==> src/rtl/matriz_pkg.sv <==
// matriz_pkg: constants, FSM state type and bus offset helper shared by the
// 5x5 matrix loader and the determinant block that consumes its bus.
package matriz_pkg;

    localparam int N      = 5;
    localparam int DATA_W = 8;
    localparam int ROW_W  = N * DATA_W;     // 40 bits per matrix row
    localparam int MAT_W  = N * ROW_W;      // 200-bit packed matrix
    localparam int IDX_W  = 3;              // row/col index width
    localparam int CNT_W  = 5;              // element count width (0..25)

    typedef enum logic [1:0] {
        IDLE = 2'd0,
        LOAD = 2'd1,
        HOLD = 2'd2
    } state_e;

    // Bit offset of element [i][j] inside the packed bus: i*40 + j*8.
    // Highest offset is 192, so 8 bits are enough for the arithmetic.
    function automatic logic [7:0] bit_off(input logic [IDX_W-1:0] i,
                                           input logic [IDX_W-1:0] j);
        return ({5'd0, i} * 8'(ROW_W)) + ({5'd0, j} * 8'(DATA_W));
    endfunction

endpackage

==> src/rtl/matriz_idx_counter.sv <==
// matriz_idx_counter: row-major row/col walker for the 5x5 loader.
// Tracks the slot the next element lands in plus the running element count,
// and flags the terminal (25th) slot so the loader can close the matrix.
module matriz_idx_counter (
    input  logic       clk,
    input  logic       rst_n,
    input  logic       clr_i,     // synchronous return to slot [0][0]
    input  logic       inc_i,     // one element accepted this cycle
    output logic [2:0] row_o,
    output logic [2:0] col_o,
    output logic [4:0] count_o,
    output logic       last_o     // current slot is [4][4]
);
    import matriz_pkg::*;

    logic [IDX_W-1:0] row_q, row_d;
    logic [IDX_W-1:0] col_q, col_d;
    logic [CNT_W-1:0] cnt_q, cnt_d;

    assign last_o  = (cnt_q == CNT_W'(N * N - 1));
    assign row_o   = row_q;
    assign col_o   = col_q;
    assign count_o = cnt_q;

    // Next slot: clear wins, completion wraps to [0][0], else step row-major.
    always_comb begin
        row_d = row_q;
        col_d = col_q;
        cnt_d = cnt_q;
        if (clr_i) begin
            row_d = '0;
            col_d = '0;
            cnt_d = '0;
        end else if (inc_i) begin
            if (last_o) begin
                row_d = '0;
                col_d = '0;
                cnt_d = '0;
            end else begin
                cnt_d = cnt_q + CNT_W'(1);
                if (col_q == IDX_W'(N - 1)) begin
                    col_d = '0;
                    row_d = row_q + IDX_W'(1);
                end else begin
                    col_d = col_q + IDX_W'(1);
                end
            end
        end
    end

    // Index/count registers.
    always_ff @(posedge clk or negedge rst_n) begin
        if (!rst_n) begin
            row_q <= '0;
            col_q <= '0;
            cnt_q <= '0;
        end else begin
            row_q <= row_d;
            col_q <= col_d;
            cnt_q <= cnt_d;
        end
    end

endmodule

==> src/rtl/matriz_loader_5x5.sv <==
// matriz_loader_5x5: collects 25 signed 8-bit elements (row-major, one per
// valid/ready handshake) into a 200-bit packed matrix and holds it on a
// valid/ready output until taken. in_last position mismatches pulse
// frame_err; an early in_last discards the partial matrix.
// Optional feature macro MATRIZ_ZERO_ROW_EN adds zero_row, flagging a held
// matrix that contains an all-zero row (determinant known to be 0).
module matriz_loader_5x5 (
    input  logic         clk,
    input  logic         rst_n,
    input  logic         clear,
    input  logic         in_valid,
    output logic         in_ready,
    input  logic [7:0]   in_data,
    input  logic         in_last,
    output logic         out_valid,
    input  logic         out_ready,
    output logic [199:0] matriz_5x5,
    output logic         frame_err,
    output logic [4:0]   elem_count
`ifdef MATRIZ_ZERO_ROW_EN
    ,
    output logic         zero_row
`endif
);
    import matriz_pkg::*;

    state_e           state_q, state_d;
    logic             in_ready_q;
    logic             out_valid_q;
    logic             ferr_q, ferr_d;
    logic [MAT_W-1:0] mat_q, mat_d;

    logic             accept;
    logic             early_last;
    logic [IDX_W-1:0] row, col;
    logic [CNT_W-1:0] cnt;
    logic             term;
    logic [7:0]       off;

    // clear blocks acceptance so it takes priority over a concurrent handshake.
    assign accept     = in_valid && in_ready_q && !clear;
    assign early_last = accept && in_last && !term;
    assign off        = bit_off(row, col);

    matriz_idx_counter u_idx (
        .clk     (clk),
        .rst_n   (rst_n),
        .clr_i   (clear || early_last),
        .inc_i   (accept),
        .row_o   (row),
        .col_o   (col),
        .count_o (cnt),
        .last_o  (term)
    );

    // Next state and frame error: completion on the 25th element, abort on
    // an early in_last, release from HOLD on the output handshake.
    always_comb begin
        state_d = state_q;
        ferr_d  = 1'b0;
        if (clear) begin
            state_d = IDLE;
        end else begin
            case (state_q)
                IDLE, LOAD: begin
                    if (accept) begin
                        if (term) begin
                            state_d = HOLD;
                            ferr_d  = !in_last;
                        end else if (in_last) begin
                            state_d = IDLE;
                            ferr_d  = 1'b1;
                        end else begin
                            state_d = LOAD;
                        end
                    end
                end
                HOLD: begin
                    if (out_ready) state_d = IDLE;
                end
                default: state_d = IDLE;
            endcase
        end
    end

    // Matrix bus: write the accepted element into its slot; clear zeroes it.
    always_comb begin
        mat_d = mat_q;
        if (clear) begin
            mat_d = '0;
        end else if (accept) begin
            mat_d[off +: DATA_W] = in_data;
        end
    end

    // State, handshake flags, frame error and matrix registers. The flags are
    // registered from state_d so both read 0 while reset is asserted.
    always_ff @(posedge clk or negedge rst_n) begin
        if (!rst_n) begin
            state_q     <= IDLE;
            in_ready_q  <= 1'b0;
            out_valid_q <= 1'b0;
            ferr_q      <= 1'b0;
            mat_q       <= '0;
        end else begin
            state_q     <= state_d;
            in_ready_q  <= (state_d != HOLD);
            out_valid_q <= (state_d == HOLD);
            ferr_q      <= ferr_d;
            mat_q       <= mat_d;
        end
    end

    assign in_ready   = in_ready_q;
    assign out_valid  = out_valid_q;
    assign frame_err  = ferr_q;
    assign matriz_5x5 = mat_q;
    assign elem_count = cnt;

`ifdef MATRIZ_ZERO_ROW_EN
    logic [N-1:0] rz_q, rz_d;   // per-row "all zero so far"
    logic         zr_q, zr_d;
    logic         byte_zero;

    assign byte_zero = (in_data == '0);

    // Row zero tracking: column 0 restarts a row, later columns AND in; the
    // flag is latched when the matrix completes so it is valid with out_valid.
    always_comb begin
        rz_d = rz_q;
        zr_d = zr_q;
        if (clear) begin
            rz_d = '0;
            zr_d = 1'b0;
        end else if (accept) begin
            rz_d[row] = (col == '0) ? byte_zero : (rz_q[row] && byte_zero);
            if (term) zr_d = |rz_d;
        end
    end

    // Zero-row registers.
    always_ff @(posedge clk or negedge rst_n) begin
        if (!rst_n) begin
            rz_q <= '0;
            zr_q <= 1'b0;
        end else begin
            rz_q <= rz_d;
            zr_q <= zr_d;
        end
    end

    assign zero_row = zr_q;
`endif

endmodule

==> config.mk <==
export PLATFORM = sky130hd
export DESIGN_NAME = matriz_loader_5x5
export DESIGN_NICKNAME = d
export VERILOG_FILES = /design/src/rtl/matriz_pkg.sv /design/src/rtl/matriz_idx_counter.sv /design/src/rtl/matriz_loader_5x5.sv
export SDC_FILE = /design/constraint.sdc
export NUM_CORES = 1
export LEC_CHECK = 0
export CAP_MARGIN = 40
export CORE_MARGIN = 2
export CORE_UTILIZATION = 25
export DETAILED_ROUTE_END_ITERATION = 6
export PLACE_DENSITY = 0.57
export SLEW_MARGIN = 10
export SYNTH_ARGS = -nofsm -noshare
export SYNTH_HDL_FRONTEND = slang
export SYNTH_SLANG_ARGS = --single-unit
==> constraint.sdc <==
create_clock -name clk -period 3.16 [get_ports clk]
set_clock_uncertainty 0.1 [all_clocks]
set_input_delay 0.316 -clock clk [delete_from_list [all_inputs] [get_ports clk]]
set_output_delay 0.316 -clock clk [all_outputs]
set_load 0.02 [all_outputs]
==> results by stage <==
Setup path:
- The critical path is of the register to register type.
- The source of the worst register-to-register timing path is u_idx.row_o[0].
- The worst setup path is captured at a register.
- The critical path starts at u_idx.row_o[0].
- The required time of the critical path is 3.47 ns.
- The peak fanout along the critical path is 8.
- The critical path arrival is 3.44 ns.
- STA classifies the critical path startpoint as a register.
- The number of cells on the worst reg-to-reg path is 12.

GRT:
- The residual overflow from global routing is 0.
- The overall fraction of global-route tracks in use is 0.1719.
- The first global-routing pass estimated 54470 um of wire.
- Entering global routing, the biggest net connects ~110 pins.
- The initial antenna violation count is 0.
- The via count of the first global-routing pass was 8396.

Synth:
- The number of distinct library cells after synthesis is 73.
- The number of synthesized register bits is 216.
- The mean instance size in the synthesized netlist is 11.01 um^2.
- Yosys printed 0 warnings.
- The instance count of the mapped netlist is 912.
- Of all cell types, the one taking the most synthesized area is sky130_fd_sc_hd__dfrtp_1.
- The share of the Yosys chip area taken by registers is 0.5384.
- The most instantiated flip-flop cell in the synthesis netlist is sky130_fd_sc_hd__dfrtp_1.
- The number of synthesized flops with an enable pin is 0.
- Synthesis produced a netlist with a net count of ~940.
- The post-synthesis async set-or-reset flop share is 1.000.
- Ranked by total cell area, the synthesized netlist is headed by sky130_fd_sc_hd__dfrtp_1 (54%), sky130_fd_sc_hd__mux2i_1 (11%), sky130_fd_sc_hd__nor2_1 (4.3%).
- Of the post-synthesis cell area, the dominant cell type holds 0.5384.
- The post-synthesis instance area is between 10000 and 15000 um^2.

Worst hold path:
- The startpoint identified for the worst hold timing path is clear.
- The worst min-delay path category is input pin to register.
- The worst hold path depth is 2.

Final layout:
- For this run, the post-layout net count is 1249.
- The proportion of layout cells with a drive suffix above 1 is 0.1771.
- The end-of-flow core utilization is 0.3740.
- The non-filler instance count after layout is 1767.
- The finished cells cover 14830 um^2.
- The area added between synthesis and finish is 47.68%.
- The antenna cell count is 0.

Die:
- For this configuration, the core starts out at a cell density of 0.2533.
- The die covers 41780 um^2.
- The number of placement rows is 73.
- In this run the count of I/O pins placed on the die edge is 222.
- The total area inside the core boundary comes to 39640 um^2.
- The height of the die is 204.4 um.
- The x dimension of the die is 204.4 um.

Timing:
- The maximum clock frequency is 319.8 MHz.
- The final critical delay including setup and external delays is between 3 and 4 ns.
- The hold violation count in the final report was 0.
- The count of final max-slew check failures is 0.
- Setup violations remaining at the end of the flow were counted as 0.
- Dividing the final minimum period by the clock period gives 0.9894.
- The actual transition at the worst max-transition pin is 0.6488 ns.
- The worst hold-check slack is 0.03933 ns.
- Setup repair after global routing could not meet its margin everywhere.
- The worst relative slew slack is 0.5664.

Drt:
- The routed length per instance is between 20 and 25 um.
- In the routed layout, each cell is associated on average with a via count of 4.686.
- The overall routed net length is 36220 um.
- The detail route stage leaves a number of antenna-violating nets equal to 0.
- After the first detailed-routing iteration, the DRC count stood at 532.
- The count of TritonRoute iterations in the first routing pass is 7.
- The total via count after detailed routing is 8280.
- After detailed routing, the number of remaining DRC violations is 0.

Clocking:
- Clock-pin slew was measured on the worst setup and hold paths at around 0.06 ns.
- No sink is reached through more buffers than the 3 on the longest clock path.
- The number of buffers inserted during clock tree synthesis is 26.
- The insertion delay of the later-clocked pin in the worst-skew pair is 0.55 ns.
- The CTS tree is built.
- The clock sink count is 216.
- The clock tree root driver cell is sky130_fd_sc_hd__clkbuf_16.
- CTS built an H-tree with a depth of 1.

Outcome:
- The flow ran to the end, and the final reports show no timing, DRC or antenna violations.

Flow run:
- The number of max-cap violations is 0.

Place:
- During placement, the flow inserted port buffers numbering 221.
- The cell area reported after detailed placement is 13600 um^2.
- Detailed placement ended at an HPWL of 25550 um.
- The congestion estimate from routability-driven global placement came to 0.8931.
- The number of instances in the placed design is 1704.

Power:
- The power per standard cell area is 447.5 nW/um^2.
- The post-layout total power is around 6600 uW.
- The maximum resistive drop on vdd is about 380 uV.
- In this run the static leakage power is 0.006272 uW.
-- path summary, 6_finish.rpt --
| path | endpoint | slack (ns) |
|---|---|---|
| min | u_idx.count_o[2] | 0.04 |
| max | matriz_5x5[22] | 0.03 |
| max reg2reg | matriz_5x5[22] | 0.03 |
| min reg2reg | frame_err | 0.40 |
| min in group asynchronous | matriz_5x5[191] | 0.23 |
| max in group asynchronous | matriz_5x5[31] | 1.97 |
-- cell families after synthesis --
kind of cell | after synthesis | synth area share
AO/OA/AOI/OAI | 149 | 0.1072
XOR/XNOR | 9 | 0.01595
adder cells (fa/ha/maj) | 13 | 0.01695
buffers and inverters | 68 | 0.02904
flip-flops | 216 | 0.5384
multiplexers | 115 | 0.1147
AND/OR/NAND/NOR | 342 | 0.1778
-- cell usage after synthesis, drive strengths merged, types with 2 or more instances --
master,count
dfrtp,216
nor2,119
mux2i,115
nand2,71
o21ai,47
nand2b,44
a21oi,41
clkbuf,40
nand3b,31
nand3,29
o2bb2ai,15
buf,14
inv,14
ha,12
and3,10
nor3,10
and2,8
a22o,7
a32o,7
nor4,5
nand4,4
o22ai,4
o32ai,4
or3,4
xnor3,4
a2bb2o,3
o211ai,3
o31ai,3
xnor2,3
a211oi,2
a21o,2
a22oi,2
a31oi,2
nor2b,2
nor3b,2
o41ai,2
-- worst max-delay path, stage by stage (launching register included) --
cell                       delay, ns
sky130_fd_sc_hd__dfrtp_1        0.40
sky130_fd_sc_hd__ha_2           0.19
sky130_fd_sc_hd__fa_2           0.52
sky130_fd_sc_hd__inv_2          0.05
sky130_fd_sc_hd__ha_4           0.17
sky130_fd_sc_hd__xor3_2         0.28
sky130_fd_sc_hd__buf_12         0.16
sky130_fd_sc_hd__nor3_4         0.21
sky130_fd_sc_hd__o211ai_1       0.25
sky130_fd_sc_hd__o22ai_4        0.22
sky130_fd_sc_hd__buf_12         0.16
sky130_fd_sc_hd__mux2i_1        0.19
sky130_fd_sc_hd__nor2_1         0.06
-- report_power, final --
group / switching [uW] / leakage [uW] / internal (uW)
logic: 356 / 0.00280 / 194
clock network: 1250 / 0.000464 / 2050
registers: 9.21 / 0.00301 / 2780
total: 1610 / 0.00627 / 5020
-- metal layers --
metal | track usage | up-vias | share of wire
li1 | - | 3818 | -
met1 | 0.2317 | 4138 | 0.45
met2 | 0.2659 | 276 | 0.45
met3 | 0.06107 | 48 | 0.089
met4 | 0.03468 | 0 | 0.019
met5 | 0 | - | 0
-- per-stage QoR --
stage               setup TNS [ns]  setup slack, ns
floorplan                        0          0.01643
finish                           0          0.03340
global route               -0.7096         -0.06581
global placement           -0.6178         -0.05348
CTS                              0          0.02604
detailed placement          -1.288         -0.07622
-- timing repair --
item	4_1_cts	5_1_grt
setup endpoints to repair	60	143
hold buffers	1	0
pin swaps	1	14
setup buffers	2	12
gates cloned	0	0
gates resized for setup	9	25
endpoints found under the hold margin	57	0
-- final cells by class --
cell class	count	area, um^2
inverter	14	52.55
tap	525	656.9
timing repair buffer	336	3287
clock buffer	38	787.0
clock inverter	10	160.2
multi-input combinational	628	4478
sequential	216	5405
fill	3964	24810
-- cells in the final DEF, fill, tap and decap left out, types with 8 or more instances in the layout --
cell type                           n
sky130_fd_sc_hd__a21oi_1           35
sky130_fd_sc_hd__buf_12            15
sky130_fd_sc_hd__buf_4             95
sky130_fd_sc_hd__clkbuf_16         27
sky130_fd_sc_hd__clkdlybuf4s50_1  219
sky130_fd_sc_hd__dfrtp_1          216
sky130_fd_sc_hd__ha_1               8
sky130_fd_sc_hd__inv_1             10
sky130_fd_sc_hd__mux2i_1          115
sky130_fd_sc_hd__nand2_1           69
sky130_fd_sc_hd__nand2b_1          43
sky130_fd_sc_hd__nand3_1           24
sky130_fd_sc_hd__nand3b_1          31
sky130_fd_sc_hd__nor2_1           114
sky130_fd_sc_hd__o21ai_0           43
sky130_fd_sc_hd__o2bb2ai_1         15
-- registers in the layout, indices dropped and copies added, names as in the netlist --
register	flops
frame_err	1
in_ready	1
matriz_5x5	200
out_valid	1
state_q	2
u_idx.col_o	3
u_idx.count_o	5
u_idx.row_o	3
No activity file was read; power rests on OpenSTA's default activity.
